### config.mk
export PLATFORM = sky130hd
export DESIGN_NAME = storage_access_arbiter_flat
export DESIGN_NICKNAME = d
export VERILOG_FILES = /design/src/rtl/storage_access_arbiter_if.sv /design/src/rtl/storage_access_arbiter.sv /design/src/flat_wrapper.sv
export SDC_FILE = /design/constraint.sdc
export NUM_CORES = 1
export LEC_CHECK = 0
export CAP_MARGIN = 20
export CORE_MARGIN = 4
export CORE_UTILIZATION = 65
export CTS_CLUSTER_DIAMETER = 100
export DETAILED_ROUTE_END_ITERATION = 7
export DONT_BUFFER_PORTS = 1
export GPL_TIMING_DRIVEN = 0
export PLACE_DENSITY = 0.87
export SYNTH_ARGS = -nofsm -noshare
export SYNTH_HDL_FRONTEND = slang
export SYNTH_SLANG_ARGS = --single-unit
### constraint.sdc
create_clock -name clk -period 6 [get_ports clk]
set_input_delay 1.8 -clock clk [delete_from_list [all_inputs] [get_ports clk]]
set_output_delay 1.8 -clock clk [all_outputs]
set_load 0.03 [all_outputs]
### src/rtl/storage_access_arbiter_if.sv
// rtl/storage_access_arbiter_if.sv - client/storage bus of the storage access arbiter
interface storage_access_arbiter_if #(
  parameter int N_CH   = 3,
  parameter int ADDR_W = 8,
  parameter int DATA_W = 32
);
  logic [N_CH-1:0]        w_ch_en;
  logic [N_CH-1:0]        w_wr_allow;
  logic [N_CH-1:0]        w_req;
  logic [N_CH-1:0]        w_we;
  logic [N_CH*ADDR_W-1:0] w_addr;
  logic [N_CH*DATA_W-1:0] w_wdata;
  logic [N_CH-1:0]        w_gnt;
  logic [N_CH-1:0]        w_rd_valid;
  logic [DATA_W-1:0]      w_rd_data;
  logic                   w_wr_err;
  logic [7:0]             w_err_cnt;
  logic [ADDR_W-1:0]      w_mem_addr;
  logic [DATA_W-1:0]      w_mem_wdata;
  logic                   w_mem_we;
  logic                   w_mem_re;
  logic [DATA_W-1:0]      w_mem_rdata;

  modport master (
    output w_ch_en, w_wr_allow, w_req, w_we, w_addr, w_wdata, w_mem_rdata,
    input  w_gnt, w_rd_valid, w_rd_data, w_wr_err, w_err_cnt,
           w_mem_addr, w_mem_wdata, w_mem_we, w_mem_re
  );

  modport slave (
    input  w_ch_en, w_wr_allow, w_req, w_we, w_addr, w_wdata, w_mem_rdata,
    output w_gnt, w_rd_valid, w_rd_data, w_wr_err, w_err_cnt,
           w_mem_addr, w_mem_wdata, w_mem_we, w_mem_re
  );
endinterface

### src/rtl/storage_access_arbiter.sv
// rtl/storage_access_arbiter.sv - round-robin sharing of the single storage port
// among N_CH clients, with tagged read-return routing.
module storage_access_arbiter #(
  parameter int N_CH   = 3,
  parameter int ADDR_W = 8,
  parameter int DATA_W = 32,
  parameter int RD_LAT = 1
) (
  input logic                      clk,
  input logic                      rst,
  storage_access_arbiter_if.slave  bus
);
  localparam int PTR_W = $clog2(N_CH);

  logic [PTR_W-1:0]  ptr_q, ptr_d;
  logic [N_CH-1:0]   elig;
  logic [N_CH-1:0]   gnt;
  logic              win_vld;
  logic              accept;
  logic [PTR_W-1:0]  win_idx;
  logic [PTR_W-1:0]  cand_idx;
  int                cand;
  logic              sel_we;
  logic              sel_allow;
  logic [ADDR_W-1:0] sel_addr;
  logic [DATA_W-1:0] sel_wdata;

  logic              mem_we_q, mem_re_q, wr_err_q;
  logic [ADDR_W-1:0] mem_addr_q;
  logic [DATA_W-1:0] mem_wdata_q;
  logic [7:0]        err_cnt_q;
  logic [N_CH-1:0]   rd_valid_q;
  logic              tag_vld_q [RD_LAT];
  logic [PTR_W-1:0]  tag_ch_q  [RD_LAT];

  // Scan from the farthest offset down so the lowest offset from ptr is the last to win.
  always_comb begin
    elig      = bus.w_req & bus.w_ch_en;
    win_vld   = 1'b0;
    win_idx   = '0;
    cand      = 0;
    cand_idx  = '0;
    sel_we    = 1'b0;
    sel_allow = 1'b0;
    sel_addr  = '0;
    sel_wdata = '0;
    for (int off = N_CH - 1; off >= 0; off--) begin
      cand = int'(ptr_q) + off;
      if (cand >= N_CH) cand = cand - N_CH;
      cand_idx = PTR_W'(cand);
      if (elig[cand_idx]) begin
        win_vld   = 1'b1;
        win_idx   = cand_idx;
        sel_we    = bus.w_we[cand_idx];
        sel_allow = bus.w_wr_allow[cand_idx];
        sel_addr  = bus.w_addr[cand*ADDR_W +: ADDR_W];
        sel_wdata = bus.w_wdata[cand*DATA_W +: DATA_W];
      end
    end
    accept = win_vld & ~rst;
    gnt    = '0;
    if (accept) gnt[win_idx] = 1'b1;
    ptr_d  = (win_idx == PTR_W'(N_CH - 1)) ? '0 : win_idx + 1'b1;
  end

  always_ff @(posedge clk) begin
    if (rst) begin
      ptr_q       <= '0;
      mem_we_q    <= 1'b0;
      mem_re_q    <= 1'b0;
      mem_addr_q  <= '0;
      mem_wdata_q <= '0;
      wr_err_q    <= 1'b0;
      err_cnt_q   <= '0;
      rd_valid_q  <= '0;
      for (int i = 0; i < RD_LAT; i++) begin
        tag_vld_q[i] <= 1'b0;
        tag_ch_q[i]  <= '0;
      end
    end else begin
      mem_we_q    <= 1'b0;
      mem_re_q    <= 1'b0;
      mem_addr_q  <= '0;
      mem_wdata_q <= '0;
      wr_err_q    <= 1'b0;
      if (win_vld) begin
        ptr_q <= ptr_d;
        if (!sel_we) begin
          mem_re_q   <= 1'b1;
          mem_addr_q <= sel_addr;
        end else if (sel_allow) begin
          mem_we_q    <= 1'b1;
          mem_addr_q  <= sel_addr;
          mem_wdata_q <= sel_wdata;
        end else begin
          // Blocked writes are still granted so the client never stalls on them.
          wr_err_q <= 1'b1;
          if (err_cnt_q != 8'hFF) err_cnt_q <= err_cnt_q + 8'd1;
        end
      end
      tag_vld_q[0] <= win_vld & ~sel_we;
      tag_ch_q[0]  <= win_idx;
      for (int i = 1; i < RD_LAT; i++) begin
        tag_vld_q[i] <= tag_vld_q[i-1];
        tag_ch_q[i]  <= tag_ch_q[i-1];
      end
      rd_valid_q <= tag_vld_q[RD_LAT-1] ? (N_CH'(1) << tag_ch_q[RD_LAT-1]) : '0;
    end
  end

  assign bus.w_gnt       = gnt;
  assign bus.w_rd_valid  = rd_valid_q;
  assign bus.w_rd_data   = bus.w_mem_rdata;
  assign bus.w_wr_err    = wr_err_q;
  assign bus.w_err_cnt   = err_cnt_q;
  assign bus.w_mem_addr  = mem_addr_q;
  assign bus.w_mem_wdata = mem_wdata_q;
  assign bus.w_mem_we    = mem_we_q;
  assign bus.w_mem_re    = mem_re_q;
endmodule
### src/flat_wrapper.sv
// flat-port wrapper written by rule: the top's interface ports become plain ports
module storage_access_arbiter_flat 
#(
  parameter int N_CH   = 3,
  parameter int ADDR_W = 8,
  parameter int DATA_W = 32,
  parameter int RD_LAT = 1
)
  (clk, rst, bus_w_ch_en, bus_w_wr_allow, bus_w_req, bus_w_we, bus_w_addr, bus_w_wdata, bus_w_mem_rdata, bus_w_gnt, bus_w_rd_valid, bus_w_rd_data, bus_w_wr_err, bus_w_err_cnt, bus_w_mem_addr, bus_w_mem_wdata, bus_w_mem_we, bus_w_mem_re);
  storage_access_arbiter_if #(.N_CH(N_CH), .ADDR_W(ADDR_W), .DATA_W(DATA_W)) bus_i ();
  input logic clk;
  input logic rst;
  input wire logic [$bits(bus_i.w_ch_en)-1:0] bus_w_ch_en;
  input wire logic [$bits(bus_i.w_wr_allow)-1:0] bus_w_wr_allow;
  input wire logic [$bits(bus_i.w_req)-1:0] bus_w_req;
  input wire logic [$bits(bus_i.w_we)-1:0] bus_w_we;
  input wire logic [$bits(bus_i.w_addr)-1:0] bus_w_addr;
  input wire logic [$bits(bus_i.w_wdata)-1:0] bus_w_wdata;
  input wire logic [$bits(bus_i.w_mem_rdata)-1:0] bus_w_mem_rdata;
  output wire logic [$bits(bus_i.w_gnt)-1:0] bus_w_gnt;
  output wire logic [$bits(bus_i.w_rd_valid)-1:0] bus_w_rd_valid;
  output wire logic [$bits(bus_i.w_rd_data)-1:0] bus_w_rd_data;
  output wire logic [$bits(bus_i.w_wr_err)-1:0] bus_w_wr_err;
  output wire logic [$bits(bus_i.w_err_cnt)-1:0] bus_w_err_cnt;
  output wire logic [$bits(bus_i.w_mem_addr)-1:0] bus_w_mem_addr;
  output wire logic [$bits(bus_i.w_mem_wdata)-1:0] bus_w_mem_wdata;
  output wire logic [$bits(bus_i.w_mem_we)-1:0] bus_w_mem_we;
  output wire logic [$bits(bus_i.w_mem_re)-1:0] bus_w_mem_re;
  assign bus_i.w_ch_en = bus_w_ch_en;
  assign bus_i.w_wr_allow = bus_w_wr_allow;
  assign bus_i.w_req = bus_w_req;
  assign bus_i.w_we = bus_w_we;
  assign bus_i.w_addr = bus_w_addr;
  assign bus_i.w_wdata = bus_w_wdata;
  assign bus_i.w_mem_rdata = bus_w_mem_rdata;
  assign bus_w_gnt = bus_i.w_gnt;
  assign bus_w_rd_valid = bus_i.w_rd_valid;
  assign bus_w_rd_data = bus_i.w_rd_data;
  assign bus_w_wr_err = bus_i.w_wr_err;
  assign bus_w_err_cnt = bus_i.w_err_cnt;
  assign bus_w_mem_addr = bus_i.w_mem_addr;
  assign bus_w_mem_wdata = bus_i.w_mem_wdata;
  assign bus_w_mem_we = bus_i.w_mem_we;
  assign bus_w_mem_re = bus_i.w_mem_re;
  storage_access_arbiter #(.N_CH(N_CH), .ADDR_W(ADDR_W), .DATA_W(DATA_W), .RD_LAT(RD_LAT)) u_core (.clk(clk), .rst(rst), .bus(bus_i));
endmodule
# --- Word level (Yosys, flattened, before mapping) ---
# Memory sizes are Yosys's and may differ from the RTL's.
# Index checks and enable logic that the tools add are counted.
op_classes:
  shift: 7
  n_reduce_logical: 8
  add_sub_neg: 7
  bitwise_logic: 8
  n_lt_le_gt_ge: 8
  muxes: 55
  eq_ne: 2
op_table:
  columns: ["op", "n"]
  rows:
  - ["96-bit by 32-bit indexed part select with 32-bit output", 3]
  - ["32-bit 2-to-1 mux", 3]
  - ["24-bit by 32-bit indexed part select with 8-bit output", 3]
  - ["29-bit 2-to-1 mux", 3]
  - ["32-bit by 3-bit greater-or-equal comparator with 1-bit output, second input constant", 2]
  - ["29-bit by 3-bit subtractor with 29-bit output, second input constant", 2]
  - ["8-bit 2-to-1 mux", 5]
  - ["1-bit 2-to-1 mux", 28]
  - ["1-bit binary-select mux with 2-bit select", 9]
  - ["2-bit by 3-bit less-than comparator with 1-bit output, second input constant", 4]
  - ["2-bit 2-to-1 mux", 5]
  - ["8-bit by 1-bit adder with 8-bit output, second input constant", 1]
  - ["8-bit inequality test, second input constant", 1]
  - ["2-bit OR reduction", 3]
  - ["1-bit inverter", 5]
  - ["4-bit AND reduction", 1]
  - ["4-bit OR reduction", 1]
  - ["2-bit by 1-bit adder with 3-bit output, second input constant", 1]
  - ["2-bit by 2-bit adder with 3-bit output, second input constant", 1]
  - ["3-bit bitwise AND", 1]
  - ["3-bit 2-to-1 mux", 1]
  - ["3-bit OR reduction", 1]
  - ["1-bit by 2-bit << shifter with 3-bit output, first input constant", 1]
  - ["2-bit by 2-bit subtractor with 3-bit output, second input constant", 1]
  - ["8 further kinds", 9]
totals:
  regBits: 56
  mem_count: 2
  in_bits: 166
  output_inout_bits: 89
  elab_cells: 105
  mem_bits_rw: 3
mem_list:
  columns: ["memory", "depth", "word_bits", "rd", "rd_ports_with_merged_regs", "write_ports", "line_no", "rtl"]
  rows:
  - ["u_core.tag_ch_q", 1, 2, 1, 0, 1, "storage_access_arbiter.sv:34", "logic [PTR_W-1:0] tag_ch_q [RD_LAT];"]
  - ["u_core.tag_vld_q", 1, 1, 1, 0, 1, "storage_access_arbiter.sv:33", "logic tag_vld_q [RD_LAT];"]

# --- Longest topological paths before layout ---
# Gate-level depths: netlist of the first run.
depth:
  word_depth: 13
  mapped_depth: 11
  depth_no_buf: 8

# --- Least setup slack after synthesis of the first run ---
# OpenSTA, ideal clock, no wires.
synth_path:
  kind: "input-to-output"
  start: "in bus_w_req[1]"
  end: "out bus_w_gnt[1]"
  setup_slack_ns: 1.127
  n_path_buf: 0
  required_time_ns: 4.200
  cell_stages: 5
  t_arrival_ns: 3.073
  cell_sequence: "a22oi_1 > o21ai_0 > o211a_1 > nor2b_1 > nor2b_1"
synth_via:
  elab_chain_len: 11
synth_lines:
  columns: ["element", "line_no", "rtl"]
  rows:
  - ["start: declaration", "flat_wrapper.sv:15", "input wire logic [$bits(bus_i.w_req)-1:0] bus_w_req;"]
  - ["3-bit bitwise AND (*)", "storage_access_arbiter.sv:38", "elig = bus.w_req & bus.w_ch_en;"]
  - ["1-bit binary-select mux with 2-bit select", "storage_access_arbiter.sv:51", "if (elig[cand_idx]) begin"]
  - ["1-bit 2-to-1 mux (not written as such)", "storage_access_arbiter.sv:51", null]
  - ["2-bit 2-to-1 mux (3 in a row)", "storage_access_arbiter.sv:51", null]
  - ["2-bit by 3-bit less-than comparator with 1-bit output (not written as such) / 2-bit by 1-bit greater-or-equal comparator with 1-bit output (equally long branches)", "storage_access_arbiter.sv:62", "if (accept) gnt[win_idx] = 1'b1;"]
  - ["1-bit logical AND (not written as such)", "storage_access_arbiter.sv:62", null]
  - ["1-bit 2-to-1 mux (not written as such)", "storage_access_arbiter.sv:62", null]
  - ["1-bit demux with 2-bit select", null, null]
  - ["3-bit 2-to-1 mux (*)", "storage_access_arbiter.sv:62", null]
  - ["end: declaration", "flat_wrapper.sv:20", "output wire logic [$bits(bus_i.w_gnt)-1:0] bus_w_gnt;"]
# Every way passes the cells marked *; elsewhere a longest branch is shown, timed or not. The select of a mux whose other input is x is not followed.

# --- Worst setup path in the final report of the first run ---
layout_path:
  start: "in rst"
  end: "out bus_w_gnt[1]"
layout_via:
  elab_chain_len: 3
layout_lines:
  columns: ["element", "line_no", "rtl"]
  rows:
  - ["start: declaration", "flat_wrapper.sv:12", "input logic rst;"]
  - ["1-bit inverter", "storage_access_arbiter.sv:60", "accept = win_vld & ~rst;"]
  - ["1-bit bitwise AND", "storage_access_arbiter.sv:60", null]
  - ["3-bit 2-to-1 mux", "storage_access_arbiter.sv:62", null]
# Every way passes these cells.

==> metrics list, run 1 <==
- Run status: completed
- Power Density: 294 mW/mm2
- Sorting the synthesized cells by how often they occur yields 94 x nand2_1, 84 x o21ai_0, 83 x mux2i_1.
- The die covers 0.0103 mm2.
* Total count of max-transition violations in the final report: 0
- Headroom to the max-slew limit: 52.2%
* Proportion of synthesized chip area in sequential cells: 20.8%
- Clock tree from TritonCTS: yes
- Worst endpoint data arrival time: 3.38 ns
- After layout, the worst setup slack is 0.823 ns.
- The worst setup path is captured at an output port.
- The cell area that synthesis handed to floorplanning was 0.00568 mm2.
- In this run the static leakage power is 2.05 nW.
- Horizontal die dimension: 101 um
- The initial antenna violation count was 0.
- Maximum clock skew at final layout: 0.00852 ns
- Cells after synthesis: 695
* Wire length of the first global-routing pass: 31200 um
- Clock-pin slew was measured on the worst setup and hold paths at 0.07 ns.
- Hold/Removal Path Class: register to register
- Post-CTS timing repair inserted 0 buffers for setup.
- Worst slack, placed: 0.851 ns
- The tool flagged a number of max-cap violations equal to 0.
- Max rail drop VDD: 145 uV
- Clock latency on the worst-skew pair: 0.35 ns
- RePlAce Congestion: 0.937
* Pre-antenna DRT Iters: 6
- Dividing the detail-routed via count by the number of cells gives 7.49.
- The region available for standard cell placement spans 0.00834 mm2.
- The critical path in this run is classified as primary input to output port.
- The number of global-route vias before repair came to 6136.
- Remaining DRCs: 0
* Detail-routed net length per standard cell: 24.9 um
* Final HPWL DP: 14800 um
- Yosys printed 0 warnings.
- The final-report hold violation count was 0.
* Setup TNS: 0 ns
- Clock sink total: 59
- The netlist uses 45 different library cells.
- Setup violations remaining at the end of the flow were counted as 0.
- During I/O placement, the number of pins put on the boundary was 255.
* Cell type with the largest total area after synthesis: dfxtp_1
* Critical path fanouts, max: 10
- In the final layout, the multi-input gates occupy 0.00395 mm2.
* Syn Area/Cell: 8.17 um2
* Initial core utilization: 68.1%
* Area share of the largest cell type after synthesis: 20.8%
- Pin count of the biggest net entering global routing: 11
- Setup repair after global routing left no endpoint under its margin.
- Fraction of registers with async set/reset: 0%
- In this run the number of H-tree levels came out at 3.
- Maximum clock path buffer count: 2
- At the end of the flow, the number of nets in the layout was 878.
- Counting the buffers created by CTS gives 9.
- Among all cell types in the netlist, the one instantiated most often is nand2_1.
- Once detail routing completed, the nets flagged for antenna violations numbered 0.
- WL final: 20300 um
* Category of the worst setup path launch point: primary input
- Area overhead of the layout relative to synthesis: 5.25%
- Fill cells in the final layout number 684.
* Upper clock frequency limit: 193 MHz
- For the worst setup path, the data required time is 4.20 ns.
- The die is 101 um tall.
* Iteration-0 DRC count of the detailed router: 746
- Via Count: 6094
* Remaining global-route overflow: 0
* Post-synth EDFFs: 0
- Number of antenna cells inserted: 0
- The cell sitting at the root of the clock tree is a clkbuf_8.
- Resized cells post-CTS: 0
* Share of post-route cells with drive strength above 1: 21.3%
* Final worst path period need: 5.18 ns
* Largest cells by area after synthesis: dfxtp_1 21%, mux2i_1 15%, a221oi_1 12%
- GRT Util Overall: 37.9%
* Register Area: 0.00118 mm2
* Flop and latch count out of synthesis: 59
- The number of nets in the synthesized netlist is 867.
- Row generation in the floorplan step produced 33 rows.
* Period utilisation layout: 86.3%
- For the pin with the worst max-slew slack, the measured transition is 0.712 ns.
* IO Port Bufs: 0
* Top FF cell, synth: dfxtp_1
* Number of buffers inserted for hold repair after clock tree synthesis: 0
[worst paths after layout]
kind,start,to,slack [ns],cells past startpoint
min reg2reg,u_core.tag_ch_q[0][0]$_SDFF_PP0_,u_core.bus.w_rd_valid[0]$_SDFF_PP0_,0.44,1
min,u_core.tag_ch_q[0][0]$_SDFF_PP0_,u_core.bus.w_rd_valid[0]$_SDFF_PP0_,0.44,1
max,rst,bus_w_gnt[1],0.82,5
max reg2reg,u_core.ptr_q[0]$_SDFFE_PP0N_,u_core.ptr_q[1]$_SDFFE_PP0N_,2.82,10
[per-stage QoR]
stage / hold WS, ns / power, mW / util (%) / area [um2] / cells
4_1_cts: 0.434 / 1.72 / 71.6 / 5970 / 814
2_1_floorplan: 0.412 / 1.21 / - / 5680 / 695
6_report: 0.438 / 1.76 / 71.6 / 5970 / 814
3_3_place_gp: 0.416 / 1.36 / 69.6 / 5810 / 800
3_5_place_dp: 0.427 / 1.39 / 69.6 / 5810 / 800
5_1_grt: 0.468 / 1.84 / 71.6 / 5970 / 814
[kinds of logic after synthesis]
group                    synth area share, %
AND/OR/NAND/NOR                         19.5
AO/OA/AOI/OAI                           24.0
multiplexers                            24.8
buffers and inverters                   9.65
flip-flops                              20.8
adder cells (fa/ha/maj)                 1.32
[area by class of cell]
cell class                      instances  share of cell area, %
Clock inverter                          3                  0.251
Tap cell                              105                   2.20
Multi-Input combinational cell        530                   66.1
Clock buffer                           11                   2.53
Buffer                                101                   8.86
Sequential cell                        59                   19.8
Inverter                                5                  0.314
[flip-flops by register name, indices dropped and copies added, names as in the netlist]
name	flops
u_core.bus.w_err_cnt	8
u_core.bus.w_mem_addr	8
u_core.ptr_q	2
u_core.bus.w_mem_re	1
u_core.bus.w_mem_wdata	32
u_core.bus.w_rd_valid	3
u_core.tag_vld_q	1
u_core.bus.w_wr_err	1
u_core.tag_ch_q	2
u_core.bus.w_mem_we	1
[worst max-delay path, cell delays in order]
cell and delay, ns:
clkbuf_1 0.21, a21oi_1 0.19, o211a_1 0.36, nor2b_1 0.22, nor2b_1 0.59
[cell usage in the layout, fill, tap and decap left out, types with 4 or more instances in the layout]
cell,Yosys,layout
mux2_2,51,51
inv_1,4,4
a221oi_1,80,80
nor2_1,11,11
buf_1,7,7
nand3_1,4,4
nor2b_1,12,12
buf_2,15,15
a21oi_1,7,7
o21a_1,4,4
clkbuf_8,0,11
ha_1,6,6
a22oi_1,4,4
nor4_1,6,6
nand2b_1,7,7
nand2_1,94,94
dfxtp_1,59,59
mux2i_1,83,83
clkbuf_1,44,44
and2_1,4,4
o21ai_0,84,84
nor3_1,12,12
buf_4,35,35
nor3_2,29,29
[power breakdown]
part | internal [mW] | leakage (nW) | total (mW) | switching, mW
clock | 0.166 | 0.0908 | 0.338 | 0.172
sequential | 0.415 | 0.477 | 0.467 | 0.0525
combinational | 0.366 | 1.48 | 0.954 | 0.588
total | 0.946 | 2.05 | 1.76 | 0.813
[routing by layer]
| metal | vias to the layer above | share of wire (%) | global-route usage [%] | wire (um) |
|---|---|---|---|---|
| li1 | 2606 | - | - | - |
| met1 | 2801 | 33 | 43.2 | 6670 |
| met2 | 556 | 49 | 64.0 | 9840 |
| met3 | 131 | 13 | 11.5 | 2680 |
| met4 | 0 | 5.3 | 19.0 | 1080 |
| met5 | - | 0 | 0 | 0 |
Power figures use the tool's default switching activity.
==> run 2: changes to the inputs <==
--- a/config.mk
+++ b/config.mk
@@ -5,14 +5,15 @@
 export SDC_FILE = /design/constraint.sdc
 export NUM_CORES = 1
 export LEC_CHECK = 0
+export ABC_AREA = 1
 export CAP_MARGIN = 20
-export CORE_MARGIN = 4
-export CORE_UTILIZATION = 65
+export CORE_AREA = 2 2 98 100
 export CTS_CLUSTER_DIAMETER = 100
 export DETAILED_ROUTE_END_ITERATION = 7
+export DIE_AREA = 0 0 100 102
 export DONT_BUFFER_PORTS = 1
 export GPL_TIMING_DRIVEN = 0
-export PLACE_DENSITY = 0.87
+export PLACE_DENSITY = 0.81
 export SYNTH_ARGS = -nofsm -noshare
 export SYNTH_HDL_FRONTEND = slang
 export SYNTH_SLANG_ARGS = --single-unit
==> metrics list, run 2 <==
- Unrepaired setup endpoints after global routing: no (unchanged).
- Height of the die: 102 um (was 101 um)
- The number of buffers inserted by post-CTS setup repair came to 0 (unchanged).
- The leading cell type in the layout, fill and taps excluded is o21ai_0 (was nand2_1).
- The post-detailed-route count of antenna-violating nets was 0 (unchanged).
- The row count is 35 (was 33).
* Pre-antenna DRT Iters: 7 (was 6)
* Setup-failing EPs final: 0 (unchanged)
- Top FF cell, synth: dfxtp_1 (unchanged)
- The flop and latch count out of synthesis came to 59 (unchanged).
- Power Density: 581 mW/mm2 (was 294 mW/mm2)
- The reported max-cap violation count was 0 (unchanged).
- The share of the cycle needed by the critical path after routing came to 84.3% (was 86.3%).
- The end point of the critical path was bus_w_gnt[0] (was bus_w_gnt[1]).
- The most frequent cell on the critical path is nand2_1 (was nor2b_1).
- RePlAce Congestion: 1.02 (was 0.937)
* Clock network fraction of design power: 11.5% (was 19.2%)
* Remaining DRCs: 0 (unchanged)
- Critical path fanouts, max: 10 (unchanged)
- The peak per-stage delay on the critical path was 0.46 ns (was 0.59 ns).
* Flip-flop count of the largest register, all copies and words added: 32 (unchanged)
* GRT Util Overall: 37.8% (was 37.9%)
* Wire length of the first global-routing pass: 30600 um (was 31200 um)
* Slew at the pin with the worst max-slew slack: 0.741 ns (was 0.712 ns)
- The number of port buffers is 0 (unchanged).
* Crit-path cells: nand2_1 > nand2_1 > nand3_2 > o21ai_2 > inv_2 > o221ai_1 > nand2_1 > inv_1 > nor2_1 (was clkbuf_1 > a21oi_1 > o211a_1 > nor2b_1 > nor2b_1)
- Most numerous cell in the Yosys netlist: o21ai_0 (was nand2_1)
- Filler instances: 889 (was 684)
- The detailed router's first-iteration violation count is 1145 (was 746).
- Nets@finish: 1104 (was 878)
* Fraction of power spent switching nets: 59.2% (was 46.2%)
- The worst path buffer plus inverter count was 2 (was 1).
* Syn Area/Cell: 5.92 um2 (was 8.17 um2)
- The net count after synthesis is 1093 (was 867).
- Wire length on met3: 3210 um (was 2680 um)
* Ports: 255 (unchanged)
- Nature of the critical path endpoint: output port (unchanged)
- Max rail drop VDD: 293 uV (was 145 uV)
- The warning count from the yosys run came to 0 (unchanged).
- The overall die area is 0.0102 mm2 (was 0.0103 mm2).
- The source of the worst register-to-register timing path was u_core.ptr_q[1]$_SDFFE_PP0N_ (was u_core.ptr_q[0]$_SDFFE_PP0N_).
* Cells after synthesis: 921 (was 695)
- The sequential fraction of design power came to 20.7% (was 26.6%).
- The family with the most delay on the worst path was simple AND/OR/NAND/NOR gates (unchanged).
- The cell-internal power is 1.37 mW (was 0.946 mW).
- Commonest cells in the synthesized netlist: 152 x o21ai_0, 150 x nand2_1, 119 x nor2_1 (was 94 x nand2_1, 84 x o21ai_0, 83 x mux2i_1)
- Number of distinct library cells after synthesis: 36 (was 45)
- The cell count of the worst reg-to-reg path came to 10 (unchanged).
- Number of antenna violations at the first check in global routing: 0 (unchanged)
- The required time at the endpoint of the critical path was 4.20 ns (about the same).
* Cell type with the largest total area after synthesis: dfxtp_1 (unchanged)
* Highest metal layer used by the detailed router: met4 (unchanged)
* Number of antenna cells inserted: 0 (unchanged)
- Final worst path period need: 5.06 ns (was 5.18 ns)
* M1 wire length: 7270 um (was 6670 um)
- The final wirelength was 20300 um (about the same).
* Levels on crit path: 9 (was 5)
- Via Count: 6831 (was 6094)
- The net switching power was 1.99 mW (was 0.813 mW).
- The TritonCTS sink count is 59 (unchanged).
* Via count of the first global-routing pass: 6148 (was 6136)
- The final-report hold violation count is 0 (unchanged).
* Worst endpoint data arrival time: 3.26 ns (was 3.38 ns)
* Part of the total power dissipated in combinational logic: 67.8% (was 54.2%)
- The width of the die came to 100 um (was 101 um).
- The kind of critical path is primary input to output port (unchanged).
* Pin count of the biggest net entering global routing: 13 (was 11)
- The start point of the critical path was bus_w_req[0] (was rst).
* Slowest cell on the critical path: nor2_1 (was nor2b_1)
* Clock root buffer: clkbuf_8 (unchanged)
- Post-CTS clock slew at the launch and capture registers of the worst setup and hold paths: 0.07 ns (about the same)
* Area overhead of the layout relative to synthesis: 6.22% (was 5.25%)
* Category of the worst setup path launch point: primary input (unchanged)
- Leakage power total: 2.53 nW (was 2.05 nW)
* Largest cells by area after synthesis: dfxtp_1 22%, o21ai_0 14%, nand2_1 10% (was dfxtp_1 21%, mux2i_1 15%, a221oi_1 12%)
* Upper clock frequency limit: 198 MHz (was 193 MHz)
- The total congestion overflow is 0 (unchanged).
* Clock latency on the worst-skew pair: 0.36 ns (was 0.35 ns)
- Number of H-tree levels: 3 (unchanged)
* Final Non-Filler Cells: 1048 (was 814)
- Run status: completed (unchanged).
* Reg-to-reg slack, setup: 3.16 ns (was 2.82 ns)
- The total instance count after detailed placement is 1032 (was 800).
* Reg-to-Reg End: u_core.bus.w_mem_wdata[16]$_SDFF_PP0_ (was u_core.ptr_q[1]$_SDFFE_PP0N_)
- The share of flip-flops with an asynchronous set or reset after synthesis is 0% (unchanged).
- The maximum root-to-sink buffer count is 2 (unchanged).
- Via/cell ratio: 6.52 (was 7.49)
* Most used cells in the layout excluding fill and tap cells: 152 x o21ai_0, 150 x nand2_1, 119 x nor2_1 (was 94 x nand2_1, 84 x o21ai_0, 83 x mux2i_1)
* Initial core utilization: 59.8% (was 68.1%)
- The portion of the post-synthesis area used by sequential elements was 21.7% (was 20.8%).
- Area share of the largest cell type after synthesis: 21.7% (was 20.8%)
- Total count of max-transition violations in the final report: 0 (unchanged)
- The netlist area before placement is 0.00545 mm2 (was 0.00568 mm2).
- The number of flops mapped to enable cells by yosys came to 0 (unchanged).
* Detail-routed net length per standard cell: 19.4 um (was 24.9 um)
* Total CTS buffers: 9 (unchanged)
- Resized cells post-CTS: 0 (unchanged)
* Met2 wire length: 8810 um (was 9840 um)
* Number of buffers inserted for hold repair after clock tree synthesis: 0 (unchanged)
- The half-perimeter wire length after placement is 14600 um (was 14800 um).
* Clock tree from TritonCTS: yes (unchanged)
- Area of the placeable core: 0.00911 mm2 (was 0.00834 mm2)
* Hold/Removal Path Class: register to register (unchanged)
* Setup TNS: 0 ns (unchanged)
- The worst-case headroom to the max-slew limit was 50.6% (was 52.2%).
- The fraction of final layout cells sized beyond drive strength 1 was 10.1% (was 21.3%).
- Maximum clock skew at final layout: 0.0114 ns (was 0.00852 ns)
==> run 2: cell count changes in the layout (fill, tap and decap cells not counted), moves of 31 or more <==
cell      delta
nor2_1     +108
mux2i_1     -83
mux2_2      -51
a21oi_1     +72
nand2_1     +56
inv_1       +79
o21ai_0     +68
o211ai_1    +31
a221oi_1    -80
==> run 2: layout make-up <==
| class | count | area [um2] | share of cell area (%) |
|---|---|---|---|
| Sequential cell | 59 | 1180 | 20.4 |
| Clock inverter | 7 | 76.3 | 1.32 |
| Clock buffer | 9 | 124 | 2.14 |
| Inverter | 89 | 334 | 5.77 |
| Buffer | 101 | 524 | 9.06 |
| Multi-Input combinational cell | 672 | 3410 | 58.9 |
| Tap cell | 111 | 139 | 2.40 |
==> run 2: power groups by stage <==
stage	combinational, mW	clock (mW)	sequential (mW)
final	2.28	0.385	0.698
after global routing	2.49	0.403	0.708
after CTS	2.18	0.384	0.699
after detailed placement	2.17	0	0.708
after global placement	2.15	0	0.707
after floorplan	1.63	0	0.693
==> run 2: logic make-up after synthesis <==
group | Yosys count | share of synthesized area, %
buffers and inverters | 190 | 15.8
flip-flops | 59 | 21.7
AND/OR/NAND/NOR | 321 | 24.4
adder cells (fa/ha/maj) | 6 | 1.38
XOR/XNOR | 6 | 0.965
AO/OA/AOI/OAI | 339 | 35.8
==> run 2: through the flow <==
stage               total power [mW]  worst slack, ns  hold WS (ns)  area, um2  util [%]
CTS                             3.27            0.977         0.436       5790      63.5
finish                          3.36            0.941         0.437       5790      63.5
global placement                2.86             1.00         0.428       5590      61.3
floorplan                       2.33             1.24         0.412       5450         -
global route                    3.60            0.786         0.477       5790      63.5
detailed placement              2.88            0.983         0.425       5590      61.3
==> run 2: routing by layer <==
layer | up-vias | GRT usage, %
met5 | - | 0
met4 | 0 | 21.6
met3 | 107 | 13.8
met2 | 627 | 57.1
met1 | 2979 | 46.7
li1 | 3118 | -
==> run 2: how the worst min path moves through the flow <==
stage | to | start | cells after the start
CTS | u_core.bus.w_rd_valid[2]$_SDFF_PP0_ | u_core.tag_ch_q[0][0]$_SDFF_PP0_ | 1
detailed placement | u_core.bus.w_rd_valid[2]$_SDFF_PP0_ | u_core.tag_ch_q[0][0]$_SDFF_PP0_ | 1
finish | u_core.bus.w_rd_valid[2]$_SDFF_PP0_ | u_core.tag_ch_q[0][0]$_SDFF_PP0_ | 1
floorplan | u_core.bus.w_rd_valid[2]$_SDFF_PP0_ | u_core.tag_ch_q[0][0]$_SDFF_PP0_ | 1
global route | u_core.bus.w_rd_valid[2]$_SDFF_PP0_ | u_core.tag_ch_q[0][0]$_SDFF_PP0_ | 1
global placement | u_core.bus.w_rd_valid[0]$_SDFF_PP0_ | u_core.tag_ch_q[0][0]$_SDFF_PP0_ | 1
==> run 3: changes to the inputs <==
==> constraint.sdc (replaced) <==
create_clock -name clk -period 4.7 [get_ports clk]
set_input_delay 1.41 -clock clk [delete_from_list [all_inputs] [get_ports clk]]
set_output_delay 1.41 -clock clk [all_outputs]
set_load 0.03 [all_outputs]
==> metrics list, run 3 (same netlist as run 2, synthesis figures left out) <==
- The die height is 102 um (unchanged).
* RePlAce Congestion: 1.02 (unchanged)
* Pre-antenna DRT Iters: 6 (was 7)
- Hold path startpoint: u_core.tag_ch_q[0][0]$_SDFF_PP0_ (unchanged)
* Endpoint of the worst hold-timing path: u_core.bus.w_rd_valid[2]$_SDFF_PP0_ (unchanged)
- Via count of the first global-routing pass: 6148 (unchanged)
- The final non-filler cell total is 1048 (unchanged).
- The flip-flop count of the largest register, all copies and words added is 32 (unchanged).
* Wire length of the first global-routing pass: 30600 um (unchanged)
- The worst endpoint data arrival time came to 3.00 ns (was 3.26 ns).
- The detailed router's first-iteration violation count is 989 (was 1145).
- The reported max-cap violation count is 0 (unchanged).
- The power per cell area was 742 mW/mm2 (was 581 mW/mm2).
- Most used cells in the layout excluding fill and tap cells: 152 x o21ai_0, 150 x nand2_1, 118 x nor2_1 (was 152 x o21ai_0, 150 x nand2_1, 119 x nor2_1)
- The static power due to leakage came to 2.53 nW (about the same).
* Pin count of the biggest net entering global routing: 13 (unchanged)
- The cell-internal power was 1.75 mW (was 1.37 mW).
- Maximum clock path buffer count: 2 (unchanged)
- The total negative slack for setup checks was 0 ns (unchanged).
- Clock tree from TritonCTS: yes (unchanged)
* Unrepaired setup endpoints after global routing: no (unchanged)
- Final worst path period need: 4.41 ns
- Headroom to the max-slew limit: 54.3% (was 50.6%)
* Reg-to-reg slack, setup: 1.84 ns (was 3.16 ns)
* Share of total power in sequential cells: 20.7% (about the same)
* Critical path required time: 3.29 ns (was 4.20 ns)
- IO Port Bufs: 0 (unchanged)
- Ports: 255 (unchanged)
- Setup Fix Bufs, Post-CTS: 0 (unchanged)
- Antenna violation net count after detailed routing: 0 (unchanged)
* Maximum clock skew at final layout: 0.0113 ns (was 0.0114 ns)
- Hold/Removal Path Class: register to register (unchanged)
- Critical path fanouts, max: 10 (unchanged)
- The overall die area came to 0.0102 mm2 (unchanged).
- WL final: 20300 um (about the same)
- The number of inserted filler cells in the final layout came to 889 (unchanged).
* Site row count: 35 (unchanged)
* Post-layout util: 63.6% (was 63.5%)
- Max incr delay on CP: 0.47 ns (was 0.46 ns)
* GRT Util Overall: 37.8% (unchanged)
- Depth of the most critical reg-to-reg path: 11 (was 10)
- The share of total power in the clock network is 11.5% (about the same).
- The area added between synthesis and finish was 6.29% (was 6.22%).
* Remaining DRCs: 0 (unchanged)
- The count of final setup violators was 0 (unchanged).
- Fraction of power spent switching nets: 59.2% (about the same)
* Remaining global-route overflow: 0 (unchanged)
- The average routed wire per standard cell was 19.4 um (about the same).
- The max-slew violation count is 0 (unchanged).
- The total instance count after detailed placement is 1032 (unchanged).
- Share of post-route cells with drive strength above 1: 10.4% (was 10.1%)
- The critical path capture point type was an output port (unchanged).
- Final Hold Vio Count: 0 (unchanged)
* Total area of multi-input combinational cells: 0.00341 mm2 (about the same)
- The leading cell type in the layout, fill and taps excluded was o21ai_0 (unchanged).
- Initial core utilization: 59.8% (unchanged)
- Horizontal die dimension: 100 um (unchanged)
* Type of the worst setup path: register to output port (was primary input to output port)
* Part of the total power dissipated in combinational logic: 67.8% (about the same)
- Slowest cell on the critical path: clkbuf_1 (was nor2_1)
- Area of the placeable core: 0.00911 mm2 (unchanged)
- Final HPWL DP: 14600 um (unchanged)
- The initial antenna violation count came to 0 (unchanged).
* Run status: completed (unchanged)
* Slew at the pin with the worst max-slew slack: 0.685 ns (was 0.741 ns)
- Upper clock frequency limit: 227 MHz
- The peak supply drop came to 377 uV (was 293 uV).
- The source of the worst register-to-register timing path is u_core.ptr_q[1]$_SDFFE_PP0N_ (unchanged).
- Period utilisation layout: 93.8%
- Clock latency on the worst-skew pair: 0.37 ns (was 0.36 ns)
* Count of cells along the worst hold path: 1 (unchanged)
- Nets@finish: 1104 (unchanged)
- The via-per-instance ratio is 6.53 (was 6.52).
- The overall via count from detail_route was 6843 (was 6831).
* Pwr Total: 4.30 mW (was 3.36 mW)
- The number of CTS-inserted buffers came to 9 (unchanged).
- The net switching power came to 2.54 mW (was 1.99 mW).
- Reg-to-Reg End: u_core.bus.w_mem_wdata[29]$_SDFF_PP0_ (was u_core.bus.w_mem_wdata[16]$_SDFF_PP0_)
* Clock sink total: 59 (unchanged)
- The number of H-tree levels was 3 (unchanged).
- The sequential cell area came to 0.00118 mm2 (unchanged).
- Category of the worst setup path launch point: register (was primary input)
- Crit-path cells: inv_1 > ha_1 > buf_2 > buf_2 > clkbuf_1 > o221ai_1 > nand2_1 > inv_1 > nor2_2 (was nand2_1 > nand2_1 > nand3_2 > o21ai_2 > inv_2 > o221ai_1 > nand2_1 > inv_1 > nor2_1)
- The worst hold margin is 0.436 ns (was 0.437 ns).
- The library cell used as clock root buffer is clkbuf_8 (unchanged).
* Post-CTS clock slew at the launch and capture registers of the worst setup and hold paths: 0.07 ns (about the same)
- The number of diodes is 0 (unchanged).
## run 3: power by group through the flow
stage | Combinational, mW | Clock [mW] | Sequential [mW]
global route | 3.18 | 0.515 | 0.904
finish | 2.91 | 0.494 | 0.891
floorplan | 2.08 | 0 | 0.885
CTS | 2.79 | 0.491 | 0.893
global placement | 2.74 | 0 | 0.903
detailed placement | 2.77 | 0 | 0.904
## run 3: cell type report
type	instances	share of cell area, %
plain buffers	101	9.07
well taps	111	2.40
clock buffers	9	2.14
multi-input cells	672	58.9
clock inverters	7	1.32
flip-flops and latches	59	20.4
inverters	89	5.77
## run 3: stage by stage
step	worst slack (ns)	area [um2]
3_3_place_gp	0.482	5590
5_1_grt	0.119	5790
2_1_floorplan	0.721	5450
6_report	0.293	5790
3_5_place_dp	0.463	5590
4_1_cts	0.215	5790
## run 3: critical path: cells and delay by family (launching register included)
| kind | cells | cell delay (ns) |
|---|---|---|
| AO/OA/AOI/OAI | 1 | 0.21 |
| adder cells (fa/ha/maj) | 1 | 0.30 |
| buffers and inverters | 5 | 1.15 |
| flip-flops | 1 | 0.44 |
| AND/OR/NAND/NOR | 2 | 0.52 |
## run 3: per-layer routing
layer	vias to the layer above	wire length [um]	global-route usage [%]
met5	-	0	0
met4	0	1060	21.6
met3	107	3220	13.8
met2	618	8720	57.1
met1	3000	7300	46.7
li1	3118	-	-
## run 3: worst max path at each step
stage / start / to / slack, ns / cells past startpoint
3_5_place_dp: bus_w_req[0] / bus_w_gnt[0] / 0.46 / 9
4_1_cts: u_core.ptr_q[1]$_SDFFE_PP0N_ / bus_w_gnt[0] / 0.22 / 9
2_1_floorplan: bus_w_req[0] / bus_w_gnt[0] / 0.72 / 9
5_1_grt: u_core.ptr_q[1]$_SDFFE_PP0N_ / bus_w_gnt[0] / 0.12 / 9
6_report: u_core.ptr_q[1]$_SDFFE_PP0N_ / bus_w_gnt[0] / 0.29 / 9
3_3_place_gp: bus_w_req[0] / bus_w_gnt[0] / 0.48 / 9
## run 3: repair_timing
| action | in CTS | in global routing |
|---|---|---|
| hold endpoints to repair | 0 | 0 |
| setup endpoints to repair | 0 | 1 |
| hold buffers | 0 | 0 |
| gates resized for setup | 0 | 3 |
